`config.mk`:
```
export PLATFORM = sky130hd
export DESIGN_NAME = key_schedule_seq
export DESIGN_NICKNAME = d
export VERILOG_FILES = /design/src/rtl/key_schedule_seq.sv
export SDC_FILE = /design/constraint.sdc
export NUM_CORES = 1
export LEC_CHECK = 0
export ABC_AREA = 1
export BUFFER_PORTS_ARGS = -buffer_cell sky130_fd_sc_hd__buf_2
export CAP_MARGIN = 15
export CORE_MARGIN = 8
export CORE_UTILIZATION = 40
export DETAILED_ROUTE_END_ITERATION = 12
export PLACE_DENSITY_LB_ADDON = 0.3
export SLEW_MARGIN = 10
export SYNTH_ARGS = -nofsm -noshare
export SYNTH_HDL_FRONTEND = slang
export SYNTH_SLANG_ARGS = --single-unit
```
`constraint.sdc`:
```
create_clock -name i_Clk -period 4.17 [get_ports i_Clk]
set_clock_uncertainty 0.1 [all_clocks]
set_input_delay 0.2085 -clock i_Clk [delete_from_list [all_inputs] [get_ports i_Clk]]
set_output_delay 0.2085 -clock i_Clk [all_outputs]
set_load 0.03 [all_outputs]
```
`src/rtl/key_schedule_seq.sv`:
```
`timescale 1ns/1ps
`default_nettype none
// +------------------------------------------------------------------------+
// | Module   : key_sub_byte / key_schedule_seq                             |
// | Desc     : Iterative AES-128 round-key generator. Emits round keys     |
// |            0..10 (encrypt) or 10..0 (decrypt), one per accepted beat,  |
// |            with a single shared g-function (RotWord/SubWord/Rcon).     |
// | Revision : 1.0 - initial release                                      |
// +------------------------------------------------------------------------+

// AES forward S-box, one byte in, one byte out, purely combinational.
module key_sub_byte (
    input  logic [7:0] i_Byte,
    output logic [7:0] o_Byte
);

    // Entry for input byte b sits at bits [(255-b)*8 +: 8], row 0 at the top.
    localparam logic [2047:0] c_SBOX = {
        128'h637c777bf26b6fc53001672bfed7ab76,
        128'hca82c97dfa5947f0add4a2af9ca472c0,
        128'hb7fd9326363ff7cc34a5e5f171d83115,
        128'h04c723c31896059a071280e2eb27b275,
        128'h09832c1a1b6e5aa0523bd6b329e32f84,
        128'h53d100ed20fcb15b6acbbe394a4c58cf,
        128'hd0efaafb434d338545f9027f503c9fa8,
        128'h51a3408f929d38f5bcb6da2110fff3d2,
        128'hcd0c13ec5f974417c4a77e3d645d1973,
        128'h60814fdc222a908846eeb814de5e0bdb,
        128'he0323a0a4906245cc2d3ac629195e479,
        128'he7c8376d8dd54ea96c56f4ea657aae08,
        128'hba78252e1ca6b4c6e8dd741f4bbd8b8a,
        128'h703eb5664803f60e613557b986c11d9e,
        128'he1f8981169d98e949b1e87e9ce5528df,
        128'h8ca1890dbfe6426841992d0fb054bb16
    };

    // (255 - b) * 8 is simply the inverted byte shifted up by three.
    assign o_Byte = c_SBOX[{~i_Byte, 3'b000} +: 8];

endmodule

module key_schedule_seq #(
    parameter int NR = 10
) (
    input  logic         i_Clk,
    input  logic         i_Rst_n,
    input  logic         i_Start,
    input  logic         i_fDec,
    input  logic [127:0] i_Key,
    input  logic         i_Ready,
    output logic [127:0] o_RoundKey,
    output logic [3:0]   o_Round,
    output logic         o_Valid,
    output logic         o_Last,
    output logic         o_Busy
);

    // Only the AES-128 schedule is implemented; any other round count is rejected.
    if (NR != 10) begin : g_nr_check
        $error("key_schedule_seq: NR must be 10 (AES-128)");
    end

    localparam logic [3:0] c_LAST_ROUND = 4'(NR);

    localparam logic [0:0] c_IDLE = 1'b0;
    localparam logic [0:0] c_EMIT = 1'b1;

    logic [0:0]   state_q, state_d;
    logic [127:0] key_q, key_d;
    logic [3:0]   round_q, round_d;
    logic         dec_q, dec_d;

    logic [31:0]  w_w0, w_w1, w_w2, w_w3;
    logic [31:0]  w_inv_w1, w_inv_w2, w_inv_w3;
    logic [31:0]  w_fwd_w0, w_fwd_w1, w_fwd_w2, w_fwd_w3;
    logic [31:0]  w_g_in, w_rot, w_sub, w_g;
    logic [3:0]   w_rcon_idx;
    logic [7:0]   w_rcon;
    logic [127:0] w_next_key;
    logic         w_final;
    logic         w_xfer;

    assign w_w0 = key_q[127:96];
    assign w_w1 = key_q[95:64];
    assign w_w2 = key_q[63:32];
    assign w_w3 = key_q[31:0];

    // Inverse step undoes the word chaining first; its g input is the recovered w3.
    assign w_inv_w3 = w_w3 ^ w_w2;
    assign w_inv_w2 = w_w2 ^ w_w1;
    assign w_inv_w1 = w_w1 ^ w_w0;

    // Shared g-function: both directions feed the same four S-box lookups.
    assign w_g_in     = dec_q ? w_inv_w3 : w_w3;
    assign w_rot      = {w_g_in[23:0], w_g_in[31:24]};
    // Forward r-1 -> r uses Rcon[r]; inverse r -> r-1 uses Rcon[r] as well.
    assign w_rcon_idx = dec_q ? round_q : (round_q + 4'd1);

    for (genvar i = 0; i < 4; i++) begin : g_sbox
        key_sub_byte u_sbox (
            .i_Byte (w_rot[8*i +: 8]),
            .o_Byte (w_sub[8*i +: 8])
        );
    end

    // Round constant table for rounds 1..10.
    always_comb begin
        w_rcon = 8'h00;
        case (w_rcon_idx)
            4'd1:    w_rcon = 8'h01;
            4'd2:    w_rcon = 8'h02;
            4'd3:    w_rcon = 8'h04;
            4'd4:    w_rcon = 8'h08;
            4'd5:    w_rcon = 8'h10;
            4'd6:    w_rcon = 8'h20;
            4'd7:    w_rcon = 8'h40;
            4'd8:    w_rcon = 8'h80;
            4'd9:    w_rcon = 8'h1b;
            4'd10:   w_rcon = 8'h36;
            default: w_rcon = 8'h00;
        endcase
    end

    assign w_g = w_sub ^ {w_rcon, 24'h000000};

    assign w_fwd_w0 = w_w0 ^ w_g;
    assign w_fwd_w1 = w_w1 ^ w_fwd_w0;
    assign w_fwd_w2 = w_w2 ^ w_fwd_w1;
    assign w_fwd_w3 = w_w3 ^ w_fwd_w2;

    assign w_next_key = dec_q ? {w_w0 ^ w_g, w_inv_w1, w_inv_w2, w_inv_w3}
                              : {w_fwd_w0, w_fwd_w1, w_fwd_w2, w_fwd_w3};

    assign w_final = dec_q ? (round_q == 4'd0) : (round_q == c_LAST_ROUND);
    assign w_xfer  = o_Valid && i_Ready;

    // State register; reset aborts any run in progress.
    always_ff @(posedge i_Clk or negedge i_Rst_n) begin
        if (!i_Rst_n) begin
            state_q <= c_IDLE;
        end else begin
            state_q <= state_d;
        end
    end

    // Next-state: start only from IDLE, return after the final key is taken.
    always_comb begin
        state_d = state_q;
        case (state_q)
            c_IDLE:  if (i_Start)            state_d = c_EMIT;
            c_EMIT:  if (w_xfer && w_final)  state_d = c_IDLE;
            default:                         state_d = c_IDLE;
        endcase
    end

    // Outputs decoded from state and the key/round registers.
    always_comb begin
        o_Valid    = (state_q == c_EMIT);
        o_Busy     = (state_q != c_IDLE);
        o_Last     = (state_q == c_EMIT) && w_final;
        o_RoundKey = key_q;
        o_Round    = round_q;
    end

    // Datapath next values: load on start, step on each non-final transfer, else hold.
    always_comb begin
        key_d   = key_q;
        round_d = round_q;
        dec_d   = dec_q;
        if ((state_q == c_IDLE) && i_Start) begin
            key_d   = i_Key;
            dec_d   = i_fDec;
            round_d = i_fDec ? c_LAST_ROUND : 4'd0;
        end else if ((state_q == c_EMIT) && w_xfer && !w_final) begin
            key_d   = w_next_key;
            round_d = dec_q ? (round_q - 4'd1) : (round_q + 4'd1);
        end
    end

    // Key, round and mode registers.
    always_ff @(posedge i_Clk or negedge i_Rst_n) begin
        if (!i_Rst_n) begin
            key_q   <= '0;
            round_q <= '0;
            dec_q   <= 1'b0;
        end else begin
            key_q   <= key_d;
            round_q <= round_d;
            dec_q   <= dec_d;
        end
    end

endmodule
`default_nettype wire

```
* Word-level counts from Yosys, hierarchy flattened
Memory sizes are Yosys's and may differ from the RTL's.
Cells that the tools add are included.
** Word-level totals
- Bits of input ports :: 133
- Memories kept :: 1
- Bits in registers :: 134
- Output and inout bits :: 135
- ROM bits :: 128
- Word-level logic and storage cells :: 47
** Cells by class
- Reductions and logical operators :: 9
- Shift operators :: 4
- Equality and inequality tests :: 1
- Bitwise gates (word level) :: 13
- Multiplexer cells :: 13
- $add $sub $neg :: 2
** Memories
- (name not given) :: words 16, bits a word 8, rd ports 1, clocked after memory_dff 0, wr ports 0, line 109 : case (w_rcon_idx)
** Operators with widths (count)
- variable part select 2048 x 12 -> 8 bit, first input constant :: 4
- 2-to-1 mux 128 bit :: 2
- bitwise XOR 32 bit :: 8
- 2-to-1 mux 96 bit :: 1
- 2-to-1 mux 32 bit :: 1
- NOT 8 bit :: 4
- 2-to-1 mux 4 bit :: 5
- logical AND 1 bit :: 6
- adder 4 x 1 -> 4 bit, second input constant :: 1
- equality test 4 bit, second input constant :: 1
- zero test 4 bit :: 1
- subtractor 4 x 1 -> 4 bit, second input constant :: 1
- 2-to-1 mux 1 bit :: 3
- one-hot mux 1 bit (2 select lines) :: 1
- nonzero test 2 bit :: 1
- zero test 1 bit :: 1
- NOT 1 bit :: 1

* Logic depth before layout (Yosys ltp)
Gate-level depths: netlist of the first run.
- Word-level depth :: 12
- Depth in mapped cells :: 27
- Mapped depth without buffers :: 26

* Cells and area by module
A second synthesis of the first run with hierarchy kept.
** Second synthesis, totals
- Cells, all modules :: 3820
- Area total of the unflattened synthesis :: 20952.6 um^2
** By module, submodules not included
- key_sub_byte :: sequential area each 0.0 um^2, area an instance 2911.5 um^2, cells an instance 626, instances 4
- key_schedule_seq :: sequential area each 3353.2 um^2, area an instance 9306.4 um^2, cells an instance 1316, instances 1

* Least setup slack after synthesis of the first run
Ideal clock, no wire load.
- Kind :: register -> register
- Start point :: register dec_q
- End point :: register key_q[25] (netlist: o_RoundKey[25])
- Slack :: 710 ps
- Arrival :: 3240 ps
- Setup time :: 120 ps
- Stages on the path, launching flop included :: 23
- Path buffers :: 6
- Data required time :: 3950 ps
- Cell sequence :: dfrtp_1 inv_2 buf_6 buf_6 buf_4 buf_2 buf_2 buf_1 ha_1 inv_1 ha_1 o21ai_0 nand2_1 xor2_1 inv_1 nand2_1 nand2_1 nand2_1 nand3_1 nand2_1 nand2_1 o21ai_1 nand2_1
** Between the ends
- Cells in the longest elaborated chain, start to end :: 11
- Elaborated cells on any way between the ends :: 17
- Those cells by class :: shift (1); mux (6); bitwise (6); reduce/logical (3); memory (1)
** RTL lines
- start, declared :: line 71 : logic dec_q, dec_d;
- start signal, assigned :: line 185 : dec_q <= 1'b0;
- start signal, assigned :: line 189 : dec_q <= dec_d;
- 2-to-1 mux 32 bit :: line 94 : assign w_g_in = dec_q ? w_inv_w3 : w_w3;
- NOT 8 bit :: line 38 : assign o_Byte = c_SBOX[{~i_Byte, 3'b000} +: 8];
- variable part select 2048 x 12 -> 8 bit :: line 38
- bitwise XOR 32 bit :: line 124 : assign w_g = w_sub ^ {w_rcon, 24'h000000};
- bitwise XOR 32 bit :: line 126 : assign w_fwd_w0 = w_w0 ^ w_g;
- bitwise XOR 32 bit :: line 127 : assign w_fwd_w1 = w_w1 ^ w_fwd_w0;
- bitwise XOR 32 bit :: line 128 : assign w_fwd_w2 = w_w2 ^ w_fwd_w1;
- bitwise XOR 32 bit :: line 129 : assign w_fwd_w3 = w_w3 ^ w_fwd_w2;
- 2-to-1 mux 96 bit :: line 131 : assign w_next_key = dec_q ? {w_w0 ^ w_g, w_inv_w1, w_inv_w2, w_inv_w3}
- 2-to-1 mux 128 bit :: line 174 : end else if ((state_q == c_EMIT) && w_xfer && !w_final) begin
- 2-to-1 mux 128 bit :: line 170 : if ((state_q == c_IDLE) && i_Start) begin
- end signal, assigned :: line 187 : key_q <= key_d;
- end, declared :: line 69 : logic [127:0] key_q, key_d;
Several ways; a longest one is shown, not always the timed one. The select of a mux whose other input is x is not followed.
A chain may end at the register's enable or synchronous reset.

* Worst setup path after layout of the first run
- Start point :: register dec_q
- End point :: register key_q[91] (netlist: o_RoundKey[91])
** Between the ends
- Cells in the longest elaborated chain, start to end :: 9
- Elaborated cells on any way between the ends :: 15
- Those cells by class :: shift (1); mux (6); bitwise (4); reduce/logical (3); memory (1)
** RTL lines (line)
- 2-to-1 mux 32 bit :: 94
- NOT 8 bit :: 38
- variable part select 2048 x 12 -> 8 bit :: 38
- bitwise XOR 32 bit :: 124
- bitwise XOR 32 bit :: 126
- bitwise XOR 32 bit :: 127
- 2-to-1 mux 96 bit :: 131
- 2-to-1 mux 128 bit :: 174
- 2-to-1 mux 128 bit :: 170
Several ways; a longest one is shown, not always the timed one. The select of a mux whose other input is x is not followed.

==> results of run 1 <==
==> stage by stage <==
stage	instance area, um^2	worst slack, ns	instances	hold slack, ns
floorplan	21500	0.710	3870	-0.187
global placement	23800	0.235	4744	0.164
detailed placement	23800	0.250	4744	0.169
CTS	25500	0.234	4892	0.000256
global route	25600	0.0409	4894	0.0298
finish	25600	0.231	4894	0.0302
==> flip-flops by register name (all words and copies together) (netlist names) <==
signal,flops
o_Round,4
dec_q,1
o_Busy,1
o_RoundKey,128
==> cells in the final DEF (no fill, tap or decap), drive strengths merged, types with 3 or more instances in the layout <==
master	instances
nand2	1368
nand3b	20
inv	271
nand3	984
a21oi	62
o221ai	15
nor2	204
dlygate4sd3	117
clkbuf	22
ha	60
o21a	7
clkinv	10
nand4	37
a21boi	6
xnor2	24
o21bai	4
o211ai	116
xor2	62
a31oi	9
clkinvlp	3
o21ai	200
or2	9
o22ai	5
buf	413
dfrtp	134
a22oi	24
==> critical path, cell delays in order (launching register included) <==
cell and delay [ns]:
dfrtp_4 0.60, clkinv_8 0.19, nand2_1 0.07, nand2_1 0.21
buf_4 0.22, ha_1 0.31, nand3_1 0.41, buf_4 0.30
nand2_1 0.16, nand3_1 0.13, nand3_1 0.09, nand3_1 0.09
nand3_1 0.16, nand2_1 0.08, nand2_1 0.07, nand2_1 0.07
nand2_1 0.07, nand3_2 0.16, nand3_1 0.13, o21ai_0 0.10
o21ai_1 0.15
==> cells by family (layout without fill, tap and decap cells) <==
logic type,Yosys count,in the layout
other,0,1
and+or+nand+nor,2627,2627
adders and majority gates,60,60
AOI/OAI and AO/OA,453,453
buffers and inverters,510,837
xor gates and xnor gates,86,86
DFF,134,134
==> final cells by class <==
cell class	count	share of cell area, %
multi-input combinational	3226	62.6
timing repair buffer	530	14.6
sequential	134	13.1
inverter	276	4.12
tap	696	3.41
clock buffer	22	1.85
clock inverter	9	0.303
antenna	1	0.00979
==> synthesized netlist by cell type, drive strengths merged <==
master / n
o2111ai: 2
a21boi: 6
nand2: 1368
nand3b: 20
buf: 162
nand4: 37
o21bai: 4
o31ai: 1
a31oi: 9
o22ai: 5
xor2: 62
a22o: 1
nor3: 2
and3: 1
inv: 272
nand3: 984
o221ai: 15
a21oi: 62
clkbuf: 72
ha: 60
o211ai: 116
dfrtp: 134
nor2: 204
o21a: 7
or2: 9
a32o: 1
and2: 1
clkinv: 4
a22oi: 24
nand2b: 1
o21ai: 200
xnor2: 24
==> path summary, 6_finish.rpt <==
check                                               to
setup reg to reg            o_RoundKey[91]$_DFFE_PN0P_
hold reg to reg             o_RoundKey[71]$_DFFE_PN0P_
max in group asynchronous   o_RoundKey[65]$_DFFE_PN0P_
min in group asynchronous  o_RoundKey[116]$_DFFE_PN0P_
hold / removal              o_RoundKey[25]$_DFFE_PN0P_
setup / recovery            o_RoundKey[91]$_DFFE_PN0P_
==> metal layers <==
metal  vias up  part of all wire (%)
li1      13600                     -
met1     13700                    39
met2      2144                    44
met3       407                    11
met4         0                   6.0
met5         -                     0
==> what timing repair did <==
| item | 4_1_cts | 5_1_grt |
|---|---|---|
| setup buffers | 0 | 1 |
| hold buffers | 117 | 0 |
| endpoints found under the hold margin | 182 | 0 |
| endpoints found under the setup margin | 0 | 29 |
| resized for setup | 0 | 6 |
==> flow_summary.yaml, run 1 <==
run_status:
  outcome: "completed"
routing:
  totalWireLength_mm: 116
  drc_errors: 0
  drt_first_pass_iters: 8
  routed_vias: 29800
  drt-vias-per-instance: 6.10
  drt_iter0_drc: 4455
  post_route_antenna_net_violation_count: 0
  wire_per_inst_um: 23.6
sta:
  actual_slew_at_the_worst_max_slew_pin_ns: 0.866
  final.setup.tns_ns: 0
  grt_setup_unrepaired: "no"
  final_period_minus_worst_setup_slack_ns: 3.94
  final_hold_violating_endpoints: 0
  final_min_period_over_clock_period_pct: 94.5
  max_freq_mhz: 254
  setup_viol: 0
  drv_slew: 0
  slew_headroom_pct: 42.3
placed_design:
  dp_hpwl_mm: 86.6
  numPortBuffers: 267
  routabilityCongestion: 1.04
die:
  dieArea_um2: 61400
  core_um2: 53500
  die_width_um: 248
  rows: 85
  pin_count: 268
  initial_core_util_pct: 40.2
  die_height_um: 248
synth:
  synth-compound-area-share_pct: 13.7
  synth.area.top_cells: "nand2_1 (24%), nand3_1 (23%), dfrtp_1 (16%)"
  synth_simple_gate_area_share_pct: 53.3
  ys_seq_elements: 134
  synth_top_family_by_area: "simple AND/OR/NAND/NOR gates"
  post_synth.cell_area_avg_um2: 5.55
  area_of_the_mapped_netlist_um2: 21500
  synth_top_area_share_pct: 23.5
  post_synth_xor_area_fraction_pct: 3.50
  synthesis.yosys.warnings: 0
  synthDistinctLibCells: 50
  synth_fa_ha_area_share_pct: 3.49
  synth_area_leader_cell: "nand2_1"
  yosysSeqAreaShare_pct: 15.6
  synth_mux_area_share_pct: 0
  syn_inst: 3870
  mappedNetlistNets: 4063
global_route:
  grt_usage_pct: 36.6
  gr-max-usage-layer: "met2"
  global_route_track_usage_on_met3_pct: 7.93
  grt_max_degree: 118
  first_global_vias: 27900
  gr-total-overflow: 0
  groute.layer.met1.usage_pct: 46.2
  grt_first_pass_wirelength_mm: 174
  number_of_antenna_violations_at_the_first_check_in_global_routing: 2
  gr-usage-met2_pct: 57.2
worst_setup_path:
  ff2ff_path_depth: 20
  timing.critical_path.from: "dec_q$_DFFE_PN0P_"
  critical_path.reg2reg.startpoint: "dec_q$_DFFE_PN0P_"
  worst_ep_required_time_ns: 4.48
  r2r_setup_slack_ns: 0.23
  timing.critical_path.to_type: "flip-flop"
  criticalPathCategory: "flip-flop to flip-flop"
  worstSetupStartpointType: "flip-flop"
  worstPathArrival_ns: 4.25
  critPathMaxFanout: 24
finish:
  nNetsFinal: 4378
  seq_area_um2: 3360
  post_route_cells_drive_above_1_share_pct: 13.0
  area_overhead_of_the_layout_relative_to_synthesis_pct: 18.9
  n_fill_cell: 5791
  multiInputGateArea_um2: 16000
  final_core_util_pct: 47.8
clock_tree:
  level_count_of_the_clock_h_tree: 4
  cts_buffers: 17
  cts.sink_count: 134
  clockRootBuffer: "clkbuf_16"
  maximum_root_to_sink_buffer_count: 2
  tritoncts_clock_tree: "done"
  clock_latency_on_the_worst_skew_pair_ns: 0.50
  worst_setup_hold_path_clk_slew_ns: 0.07
worst_hold_path:
  timing.hold.worst.class: "input port to flip-flop"
  min-delay-start: "i_Key[25]"
  hold-path-cell-count: 5
run:
  max_cap_viol_count: 0
Power of run 1 is left out: the tool's default activity adds up to more than one toggle a clock period on the data nets, which glitch-free logic cannot reach.
==> run 2: changes to the inputs <==
--- a/config.mk
+++ b/config.mk
@@ -10,6 +10,7 @@
 export CAP_MARGIN = 15
 export CORE_MARGIN = 8
 export CORE_UTILIZATION = 40
+export CTS_CLUSTER_SIZE = 16
 export DETAILED_ROUTE_END_ITERATION = 12
 export PLACE_DENSITY_LB_ADDON = 0.3
 export SLEW_MARGIN = 10
==> constraint.sdc (replaced) <==
create_clock -name i_Clk -period 3.29 [get_ports i_Clk]
set_clock_uncertainty 0.1 [all_clocks]
set_input_delay 0.1645 -clock i_Clk [delete_from_list [all_inputs] [get_ports i_Clk]]
set_output_delay 0.1645 -clock i_Clk [all_outputs]
set_load 0.03 [all_outputs]
==> run 2 against run 1 <==
The flow now finishes with violations (setup timing). Maximum frequency grew 19%. Global-route usage grew 2.0 points. Die area did not move. Design area up 16%. Non-clock buffer count is 333 higher. Setup slack got worse by 0.26 ns. Utilization grew 7.4 points. Critical endpoint is now o_RoundKey[103]$_DFFE_PN0P_. Highest routed layer is now met5.
==> flow_summary.yaml, run 2 (synthesized netlist as in run 1, its figures left out) <==
run_status:
  outcome: "finished with violations"
  failed_checks: "setup timing"
global_route:
  gr-total-overflow: 0
  number_of_antenna_violations_at_the_first_check_in_global_routing: 2
  grt_usage_pct: 38.6
  first_global_vias: 29700
  grt_first_pass_wirelength_mm: 183
  grt_max_degree: 80
routing:
  drt-vias-per-instance: 6.04
  post_route_antenna_net_violation_count: 0
  drc_errors: 0
  routed_vias: 31600
  drt_iter0_drc: 4175
  totalWireLength_mm: 123
  wire_per_inst_um: 23.5
  drt_first_pass_iters: 9
finish:
  most-common-layout-cells: "nand2_1 (1,275), nand3_1 (906), buf_4 (410)"
  most_frequent_standard_cell_in_the_layout_excluding_fill_and_tap_cells: "nand2_1"
  area_overhead_of_the_layout_relative_to_synthesis_pct: 37.4
  nNetsFinal: 4713
  post_route_cells_drive_above_1_share_pct: 23.4
  finish.cell_count_without_fillers: 5229
  largest_reg_flops: 128
  n_fill_cell: 5375
  antennaDiodeCount: 0
  finish.instance_area_um2: 29500
sta:
  final_hold_violating_endpoints: 0
  slew_headroom_pct: 52.2
  final.setup.worst_slack_ns: -0.0252
  drv_slew: 0
  final_min_period_over_clock_period_pct: 101
  setup_viol: 3
  grt_setup_unrepaired: "yes"
  max_freq_mhz: 302
  actual_slew_at_the_worst_max_slew_pin_ns: 0.716
  timing.hold.ws_ns: 0.0550
  final_period_minus_worst_setup_slack_ns: 3.32
worst_setup_path:
  critical_path.most_common_cell: "nand2_1"
  worstSetupStartpointType: "flip-flop"
  critPathMaxFanout: 9
  r2r_setup_slack_ns: -0.03
  worstPathArrival_ns: 3.57
  worst_path_max_delay_cell: "dfrtp_4"
  timing.critical_path.from: "dec_q$_DFFE_PN0P_"
  cp_cell_sequence: "inv_12 > buf_4 > o21ai_4 > buf_4 > ha_1 > inv_1 > nand2_1 > buf_4 > nand2_1 > o211ai_1 > nand3_1 > nand2_1 > nand2_1 > nand2_1 > nand2_1 > nand2_1 > buf_4 > xor2_2 > o211ai_1"
  criticalPathCategory: "flip-flop to flip-flop"
  critPathCapture: "o_RoundKey[103]$_DFFE_PN0P_"
  critical_path.reg2reg.startpoint: "dec_q$_DFFE_PN0P_"
  regToRegEndpoint: "o_RoundKey[103]$_DFFE_PN0P_"
  critPathMaxStageDelay_ns: 0.54
  worst_ep_required_time_ns: 3.54
  timing.critical_path.to_type: "flip-flop"
  ff2ff_path_depth: 19
clock_tree:
  cts_buffers: 17
  tritoncts_clock_tree: "done"
  level_count_of_the_clock_h_tree: 4
  cts.sink_count: 134
  clock_latency_on_the_worst_skew_pair_ns: 0.50
  clockRootBuffer: "clkbuf_16"
  maximum_root_to_sink_buffer_count: 2
  worst_setup_hold_path_clk_slew_ns: 0.07
die:
  rows: 85
  core_um2: 53500
  pin_count: 268
  die_width_um: 248
  die_height_um: 248
  dieArea_um2: 61400
  initial_core_util_pct: 40.2
placed_design:
  numPortBuffers: 267
  pre_cts_slack_ns: -0.116
  numPlacedInstances: 5040
  dp_hpwl_mm: 91.4
  routabilityCongestion: 1.06
  place_area_um2: 26300
run:
  max_cap_viol_count: 0
worst_hold_path:
  timing.hold.worst.class: "input port to flip-flop"
## run 2: cell count changes in the layout (fill, tap and decap cells not counted), sizes merged
cell / delta
bufinv: +3
diode: -1
o21ai: +1
inv: +2
dlygate4sd3: +13
clkinv: -3
clkinvlp: +1
buf: +319
## run 2: final cells by class
cell class / instances / area, um^2 / share of cell area, %
inverter: 276 / 1050 / 3.57
clock inverter: 11 / 173 / 0.585
multi-input combinational: 3227 / 16900 / 57.1
tap: 696 / 871 / 2.95
sequential: 134 / 3360 / 11.4
clock buffer: 21 / 470 / 1.59
timing repair buffer: 863 / 6730 / 22.8
timing repair inverter: 1 / 8.76 / 0.0296
## run 2: stage by stage
step	TNS, ns	util, %
5_1_grt	-6.13	55.2
4_1_cts	-0.000489	53.1
6_report	-0.0404	55.2
3_5_place_dp	-2.09	49.2
2_1_floorplan	0	-
3_3_place_gp	-2.50	49.2
## run 2: critical path, delay by kind of cell (launching register included)
kind,cells,cell delay (ns)
adders and majority gates,1,0.17
buffers and inverters,6,0.81
xor gates and xnor gates,1,0.17
DFF,1,0.54
AOI/OAI and AO/OA,3,0.57
and+or+nand+nor,8,0.81
## run 2: repair_timing
item / 4_1_cts / 5_1_grt
gates resized for setup: 26 / 238
hold buffers: 130 / 0
gates cloned: 0 / 3
endpoints found under the hold margin: 194 / 0
endpoints found under the setup margin: 55 / 110
buffers inserted: 1 / 23
pin swaps: 3 / 17
## run 2: per-layer routing
metal / GRT usage (%) / routed length [um] / vias to the layer above
met1: 49.5 / 48200 / 14600
met2: 60.8 / 54200 / 2204
li1: - / - / 14300
met4: 21.2 / 7780 / 2
met5: 0 / 12 / -
met3: 7.23 / 12700 / 501
## run 2: worst min-delay path by stage
stage,from,end,slack [ns],cells after the start
final,i_Key[61],o_RoundKey[61]$_DFFE_PN0P_,0.05,5
after global routing,i_Key[61],o_RoundKey[61]$_DFFE_PN0P_,0.07,5
after CTS,i_Key[61],o_RoundKey[61]$_DFFE_PN0P_,0.02,5
after detailed placement,i_Rst_n,o_RoundKey[9]$_DFFE_PN0P_,0.14,1
after global placement,i_Rst_n,o_RoundKey[9]$_DFFE_PN0P_,0.13,1
after floorplan,i_Rst_n,dec_q$_DFFE_PN0P_,-0.23,0
Power of run 2 is left out for the same reason.
